**config.mk**
```make
export PLATFORM = sky130hd
export DESIGN_NAME = cic_dec_ctrl
export DESIGN_NICKNAME = d
export VERILOG_FILES = /design/src/rtl/cic_dec_ctrl_pkg.sv /design/src/rtl/cic_dec_ctrl_dly.sv /design/src/rtl/cic_dec_ctrl.sv
export SDC_FILE = /design/constraint.sdc
export NUM_CORES = 1
export LEC_CHECK = 0
export ABC_AREA = 1
export BUFFER_PORTS_ARGS = -buffer_cell sky130_fd_sc_hd__buf_2
export CAP_MARGIN = 10
export CORE_AREA = 2 2 59 61
export CTS_BUF_LIST = sky130_fd_sc_hd__clkbuf_8
export CTS_CLUSTER_SIZE = 25
export DETAILED_ROUTE_END_ITERATION = 8
export DIE_AREA = 0 0 61 63
export PLACE_DENSITY = 0.65
export SETUP_SLACK_MARGIN = 0.1
export SLEW_MARGIN = 20
export SYNTH_ARGS = -nofsm -noshare
export SYNTH_HDL_FRONTEND = slang
export SYNTH_SLANG_ARGS = --single-unit
```
**constraint.sdc**
```tcl
create_clock -name clk -period 1.7 [get_ports clk]
set_clock_uncertainty 0.15 [all_clocks]
set_input_delay 0.17 -clock clk [delete_from_list [all_inputs] [get_ports clk]]
set_output_delay 0.17 -clock clk [all_outputs]
set_load 0.005 [all_outputs]
```
**src/rtl/cic_dec_ctrl_pkg.sv**
```systemverilog
// ---------------------------------------------------------------------------
// cic_dec_ctrl_pkg
// Shared definitions for the CIC decimator control slice: the control FSM
// state encoding and the smallest decimation ratio the chain supports.
// ---------------------------------------------------------------------------
package cic_dec_ctrl_pkg;

    typedef enum logic [1:0] {
        ST_IDLE  = 2'd0,
        ST_CLEAR = 2'd1,
        ST_RUN   = 2'd2
    } state_t;

    // Ratios below this cannot decimate and are rejected with cfg_err.
    localparam int unsigned MIN_RATIO = 2;

endpackage

```
**src/rtl/cic_dec_ctrl_dly.sv**
```systemverilog
// ---------------------------------------------------------------------------
// ctrl_dly
// N-deep single-bit shift register carrying decimation tokens alongside the
// integrator pipeline. A synchronous flush empties every stage at once.
//
// Ports:
//   clk   - rising-edge clock
//   flush - synchronous clear of all stages (wins over shifting)
//   din   - token entering stage 0
//   dout  - token leaving stage N-1
// ---------------------------------------------------------------------------
module ctrl_dly #(
    parameter int N = 3
) (
    input  logic clk,
    input  logic flush,
    input  logic din,
    output logic dout
);

    logic [N-1:0] tok_p;

    always_ff @(posedge clk) begin
        if (flush) begin
            tok_p <= '0;
        end else begin
            tok_p[0] <= din;
            for (int i = 1; i < N; i++) begin
                tok_p[i] <= tok_p[i-1];
            end
        end
    end

    assign dout = tok_p[N-1];

endmodule

```
**src/rtl/cic_dec_ctrl.sv**
```systemverilog
// ---------------------------------------------------------------------------
// cic_dec_ctrl
// Control for a CIC decimator: accepts a decimation ratio, clears the
// integrator chain for N+1 cycles, then drives the integrator enable from
// the sample strobe and emits one comb strobe per R samples, aligned to the
// integrator output (N+1 cycles after the launching sample).
//
// Ports:
//   clk, rst          - clock, synchronous active-high reset
//   cfg_val/cfg_ratio - configuration request and ratio R (legal 2..2^RW-1)
//   cfg_rdy           - configuration can be accepted (IDLE or RUN)
//   cfg_err           - one-cycle pulse after an illegal ratio is offered
//   val_in            - source sample strobe
//   int_en, int_rst   - integrator chain enable and clear
//   dec_val           - comb-section strobe
//   phase             - current decimation phase 0..R-1
//   busy              - high in CLEAR or RUN
// ---------------------------------------------------------------------------
module cic_dec_ctrl
    import cic_dec_ctrl_pkg::*;
#(
    parameter int N  = 3,
    parameter int RW = 8
) (
    input  logic          clk,
    input  logic          rst,
    input  logic          cfg_val,
    input  logic [RW-1:0] cfg_ratio,
    output logic          cfg_rdy,
    output logic          cfg_err,
    input  logic          val_in,
    output logic          int_en,
    output logic          int_rst,
    output logic          dec_val,
    output logic [RW-1:0] phase,
    output logic          busy
);

    localparam int CW = $clog2(N + 1) + 1;

    state_t        state, state_nxt;
    logic [RW-1:0] ratio_q;
    logic [RW-1:0] phase_q;
    logic [RW-1:0] last_phase;
    logic [CW-1:0] clr_cnt;
    logic          cfg_hit;
    logic          cfg_ok;
    logic          cfg_bad;
    logic          clr_done;
    logic          in_run;
    logic          tok_p0;
    logic          tok_pn;
    logic          dly_flush;

    // cfg_rdy depends on state only, so acceptance never loops back on itself.
    assign cfg_rdy  = (state != ST_CLEAR);
    assign cfg_hit  = cfg_val && cfg_rdy;
    assign cfg_ok   = cfg_hit && (cfg_ratio >= RW'(MIN_RATIO));
    assign cfg_bad  = cfg_hit && (cfg_ratio <  RW'(MIN_RATIO));
    assign clr_done = (clr_cnt == CW'(N));
    assign in_run   = (state == ST_RUN);

    // R-1 is formed at RW bits so R = 2^RW-1 compares without overflow.
    assign last_phase = ratio_q - RW'(1);

    // A sample arriving with a reconfiguration is not counted.
    assign tok_p0 = in_run && val_in && !cfg_ok && (phase_q == last_phase);

    // In-flight tokens die on reset, on any accepted reconfiguration and
    // throughout CLEAR.
    assign dly_flush = rst || cfg_ok || (state == ST_CLEAR);

    always_ff @(posedge clk) begin
        if (rst) begin
            state <= ST_IDLE;
        end else begin
            state <= state_nxt;
        end
    end

    always_comb begin
        state_nxt = state;
        busy      = 1'b0;
        int_rst   = 1'b1;
        case (state)
            ST_IDLE: begin
                if (cfg_ok) state_nxt = ST_CLEAR;
            end
            ST_CLEAR: begin
                busy = 1'b1;
                if (clr_done) state_nxt = ST_RUN;
            end
            ST_RUN: begin
                busy    = 1'b1;
                int_rst = 1'b0;
                if (cfg_ok) state_nxt = ST_CLEAR;
            end
            default: begin
                state_nxt = ST_IDLE;
            end
        endcase
    end

    always_ff @(posedge clk) begin
        if (rst) begin
            ratio_q <= RW'(MIN_RATIO);
            phase_q <= '0;
            clr_cnt <= '0;
            int_en  <= 1'b0;
            cfg_err <= 1'b0;
        end else begin
            cfg_err <= cfg_bad;
            int_en  <= in_run && val_in && !cfg_ok;
            if (cfg_ok) begin
                ratio_q <= cfg_ratio;
                phase_q <= '0;
                clr_cnt <= '0;
            end else begin
                if (state == ST_CLEAR) begin
                    clr_cnt <= clr_cnt + CW'(1);
                end
                if (in_run && val_in) begin
                    phase_q <= tok_p0 ? '0 : phase_q + RW'(1);
                end
            end
        end
    end

    // Token path: N delay stages plus this output register = N+1 cycles,
    // matching int_en (1 cycle) followed by N integrator stages.
    ctrl_dly #(
        .N(N)
    ) u_dly (
        .clk  (clk),
        .flush(dly_flush),
        .din  (tok_p0),
        .dout (tok_pn)
    );

    always_ff @(posedge clk) begin
        if (dly_flush) begin
            dec_val <= 1'b0;
        end else begin
            dec_val <= tok_pn;
        end
    end

    assign phase = phase_q;

endmodule

```
* Word level (Yosys, flattened, before mapping)
Index checks and enable logic that the tools add are counted.
W data, S select, Z words.
** Storage, ports and cells
- Output and inout bits :: 14
- Logic and storage cells :: 40
- Input bits :: 12
- Flip-flop bits (word level) :: 27
** Operators by class
- Muxes and demuxes :: 6
- Add/sub/neg operators :: 3
- Reduce and logical (&&, ||, !) cells :: 14
- $lt $le $gt $ge :: 2
- Equality and inequality tests :: 7
** Operators with widths (count)
- $add A8 B1 Y8 const B :: 1
- $eq A8 B8 Y1 :: 1
- $ge A8 B2 Y1 const B :: 1
- $lt A8 B2 Y1 const B :: 1
- $mux W8 :: 1
- $sub A8 B1 Y8 const B :: 1
- $logic_and A1 B1 Y1 :: 6
- $reduce_or A2 Y1 :: 3
- $mux W2 :: 2
- $ne A2 B1 Y1 const B :: 2
- $pmux W2 S2 :: 1
- $add A3 B1 Y3 const B :: 1
- $eq A3 B2 Y1 const B :: 1
- $eq A2 B1 Y1 const B :: 1
- $eq A2 B2 Y1 const B :: 1
- $logic_not A2 Y1 :: 1
- $logic_or A1 B1 Y1 :: 2
- $mux W1 :: 2
- $ne A2 B2 Y1 const B :: 1
- $reduce_and A2 Y1 :: 1
- $logic_not A1 Y1 :: 1

* Longest topological paths before layout
- Depth in word-level cells :: 7
- Mapped depth :: 13
- Mapped depth without buffers :: 13

* Modules after synthesis
Synthesis repeated with hierarchy kept, for this count alone.
** Unflattened totals
- Cell total of the unflattened synthesis :: 213
- Area, all modules :: 1445.1 um2
** Modules (own cells, without submodules)
- cic_dec_ctrl :: area an instance 1362.6 um2, times used 1, seq. area each 480.5 um2, cells an instance 204
- ctrl_dly :: area an instance 82.6 um2, times used 1, seq. area each 60.1 um2, cells an instance 9

* Least setup slack after synthesis
Ideal clock, no wire load.
- Kind :: flip-flop to flip-flop
- Start :: register ratio_q[0]
- End :: register phase_q[7] (netlist: phase[7])
- Setup time :: 0.118 ns
- Cell stages (with the launch flop) :: 13
- Data required time :: 1.432 ns
- Setup slack :: 0.034 ns
- Arrival :: 1.399 ns
- Clock period less this slack :: 1.666 ns
- Buffers on the path :: 0
- Cells stage by stage :: dfxtp_1 > inv_1 > ha_1 > nand2_1 > inv_1 > nor2_1 > nand3_1 > nor2_1 > nand2_1 > nor2_1 > nand2_1 > nand2_2 > a21oi_1
** On the way
- Cells in the longest elaborated chain, start to end :: 4
** Ends and longest elaborated chain
- from (decl) :: RTL line cic_dec_ctrl.sv:42 : logic [RW-1:0] ratio_q;
- from (signal assigned) :: RTL line cic_dec_ctrl.sv:106 : ratio_q <= RW'(MIN_RATIO);
- from (signal assigned) :: RTL line cic_dec_ctrl.sv:115 : ratio_q <= cfg_ratio;
- $sub A8 B1 Y8 :: RTL line cic_dec_ctrl.sv:64 : assign last_phase = ratio_q - RW'(1);
- $eq A8 B8 Y1 :: RTL line cic_dec_ctrl.sv:67 : assign tok_p0 = in_run && val_in && !cfg_ok && (phase_q == last_phase);
- $logic_and A1 B1 Y1 :: RTL line cic_dec_ctrl.sv:67
- $mux W8 :: RTL line cic_dec_ctrl.sv:123 : phase_q <= tok_p0 ? '0 : phase_q + RW'(1);
- to (signal assigned) :: RTL line cic_dec_ctrl.sv:123
- to (decl) :: RTL line cic_dec_ctrl.sv:43 : logic [RW-1:0] phase_q;
Every way passes these cells.
A chain may end at the register's enable or synchronous reset.

* Worst setup path after layout
- Start :: register ratio_q[1]
- End :: register u_dly.tok_p[0]
** On the way
- Cells in the longest elaborated chain, start to end :: 3
** Ends and longest elaborated chain
- $sub A8 B1 Y8 :: RTL line cic_dec_ctrl.sv:64
- $eq A8 B8 Y1 :: RTL line cic_dec_ctrl.sv:67
- $logic_and A1 B1 Y1 :: RTL line cic_dec_ctrl.sv:67
- to (signal assigned) :: RTL line cic_dec_ctrl_dly.sv:27 : tok_p[0] <= din;
- to (signal, indexed assignment) :: RTL line cic_dec_ctrl_dly.sv:29 : tok_p[i] <= tok_p[i-1];
- to (decl) :: RTL line cic_dec_ctrl_dly.sv:21 : logic [N-1:0] tok_p;
Every way passes these cells.

==> metrics.csv <==
metric;value;unit
status;completed;
rsz0062_at_grt;true;
min_path_cells;3;
die_area;3840;um^2
maxSlewHeadroom;82.5;%
via_count;1294;
root_buffer;clkbuf_8;
grt_use_total;16.9;%
power.leakage;0.848;nW
clockBufferDepth;2;
worstSetupEndpointType;flip-flop;
worst-path-max-fanout;3;
synth_area_leaders;dfxtp_1 (38%), nor2_1 (11%), nand2_1 (10%), inv_1 (8.0%), ha_1 (7.1%);
dp_cells;283;
cts-buffers-inserted;3;
syn2layout_area_growth;31.0;%
final.fill_count;320;
cp.arrival;1.71;ns
r2r_cells;11;
ys_types;21;
worstSetupStartpointType;flip-flop;
dieHeight;63;um
drtPass1Iterations;4;
grt_pass1_vias;1228;
dp_hpwl;2.25;mm
wirelength;3.06;mm
layout.cells.non_filler;294;
num_io_pins;26;
drc;0;
holdCritPathClass;input port to flip-flop;
tightest_slew;0.262;ns
crit_required;1.77;ns
initial_core_util;43.6;%
rows;21;
ys_ff_latch;27;
yosys.area.top_type_share;38.4;%
finalMaxSlewViolations;0;
clk_pin_slew;0.09;ns
ys_seq_area_share;38.4;%
cts_tree;built;
yosysWarningCount;0;
fp.coreArea;3230;um^2
grt_pass1_wl;4.98;mm
fin_nets;269;
synth_cells;204;
hold_violations;0;
drtIter0Drc;24;
setup_violations;0;
drive_gt1_share;27.8;%
grt_max_degree;16;
die_w;61;um
period_share;96.4;%
cts-htree-levels;1;
netlist_area;1410;um^2
port-buffer-count;25;
utilization;57.1;%
syn_avg_cell_area;6.91;um^2
ir_worst_vdd;0.000745;V
syn_nets;224;
gp_congestion;0.842;
insertion_delay;0.28;ns
drtAntennaViolNets;0;
clock-sinks;27;
path_class;flip-flop to flip-flop;
vias_per_cell;4.40;
antenna_found_initial;0;
gr-total-overflow;0;
yosys.area.top_type;dfxtp_1;
wl_per_cell;10.4;um
num_antenna_cells;0;
period_needed;1.64;ns
fmaxAchievable;0.610;GHz
cap_violations;0;
cellPowerDensity;1050;nW/um^2
## final timing paths
kind | startpoint | end | slack [ns]
setup / recovery | ratio_q[1] | u_dly.tok_p[0] | 0.06
hold / removal | cfg_ratio[3] | ratio_q[3] | 0.01
setup reg to reg | ratio_q[1] | u_dly.tok_p[0] | 0.06
hold reg to reg | u_dly.tok_p[2] | dec_val | 0.26
## layout by cell type, fill, tap and decap left out, types with 2 or more instances in the layout
master | synthesis | final
o21ai_1 | 0 | 4
buf_4 | 0 | 11
dfxtp_1 | 27 | 23
dlygate4sd3_1 | 0 | 4
xnor2_1 | 6 | 6
ha_4 | 0 | 2
inv_2 | 1 | 6
dfxtp_2 | 0 | 3
xor2_1 | 6 | 6
nand2_4 | 1 | 2
buf_2 | 1 | 25
nor2_2 | 1 | 3
a21oi_1 | 11 | 10
nor2_1 | 43 | 39
nand2_2 | 1 | 3
o21ai_0 | 11 | 5
inv_1 | 30 | 25
ha_1 | 8 | 5
o21ai_2 | 0 | 2
nor2_4 | 1 | 3
nand3_1 | 12 | 12
nand2_1 | 39 | 36
clkbuf_8 | 0 | 3
## synth_stat cells, drive strengths merged
| library cell | number |
|---|---|
| buf | 1 |
| xnor2 | 6 |
| nand2 | 41 |
| ha | 8 |
| o21ai | 11 |
| a21oi | 11 |
| inv | 31 |
| dfxtp | 27 |
| xor2 | 6 |
| nand3 | 12 |
| o21a | 1 |
| or2 | 2 |
| nor2 | 45 |
| nor3 | 1 |
| clkinv | 1 |
## kinds of logic after synthesis
logic type | after synthesis | share of synthesized area (%)
xor gates and xnor gates | 12 | 7.46
DFF | 27 | 38.4
adders and majority gates | 8 | 7.11
buffers and inverters | 33 | 8.88
AOI/OAI and AO/OA | 23 | 8.35
and+or+nand+nor | 101 | 29.8
## critical path, cell delays in order (launching register included)
cell and delay (ns):
dfxtp_2 0.36, inv_2 0.05, ha_4 0.26, nor2_1 0.04
nor2_1 0.10, nand3_1 0.07, nor2_1 0.09, nand2_1 0.06
nor2_1 0.11, nand2_2 0.09, buf_4 0.15, nor2_2 0.06
## stage by stage
step	TNS (ns)	hold slack, ns	total power, mW	area [um^2]	worst slack (ns)
6_report	0	0.0146	1.94	1850	0.0608
5_1_grt	-0.891	0.0331	2.09	1850	-0.114
4_1_cts	0	0.0107	1.89	1800	0.0655
3_5_place_dp	-0.213	0.251	1.45	1660	-0.0420
3_3_place_gp	0	0.249	1.45	1660	0.0187
2_1_floorplan	0	0.120	1.23	1420	0.0983
## state kept, by name (all words and copies together), names as in the netlist
signal	flops
phase	8
cfg_err	1
dec_val	1
clr_cnt	3
state	2
u_dly.tok_p	3
int_en	1
ratio_q	8
## area by class of cell
class	count	area (um^2)	area share, %
Clock buffer	3	41.3	2.24
Clock inverter	1	5.00	0.271
Inverter	32	120	6.51
Multi-Input combinational cell	144	815	44.1
Sequential cell	27	548	29.7
Tap cell	46	57.6	3.12
Timing Repair Buffer	41	259	14.0
## where the power goes
group,switching (mW),leakage [nW],internal (mW)
combinational,0.439,0.602,0.348
clock,0.204,0.0255,0.165
sequential,0.0709,0.221,0.712
total,0.714,0.848,1.22
## layer usage
layer  track usage [%]  routed length (um)
met1              21.2                1390
met2              28.4                1540
met3              2.48                  76
met4              6.52                  51
met5                 0                   0
## what timing repair did
item,CTS,global route
resized for setup,13,15
gates cloned,0,0
hold buffers,4,0
setup buffers,2,1
endpoints found under the hold margin,4,0
endpoints found under the setup margin,18,21
(Power assumes the default switching activity.)
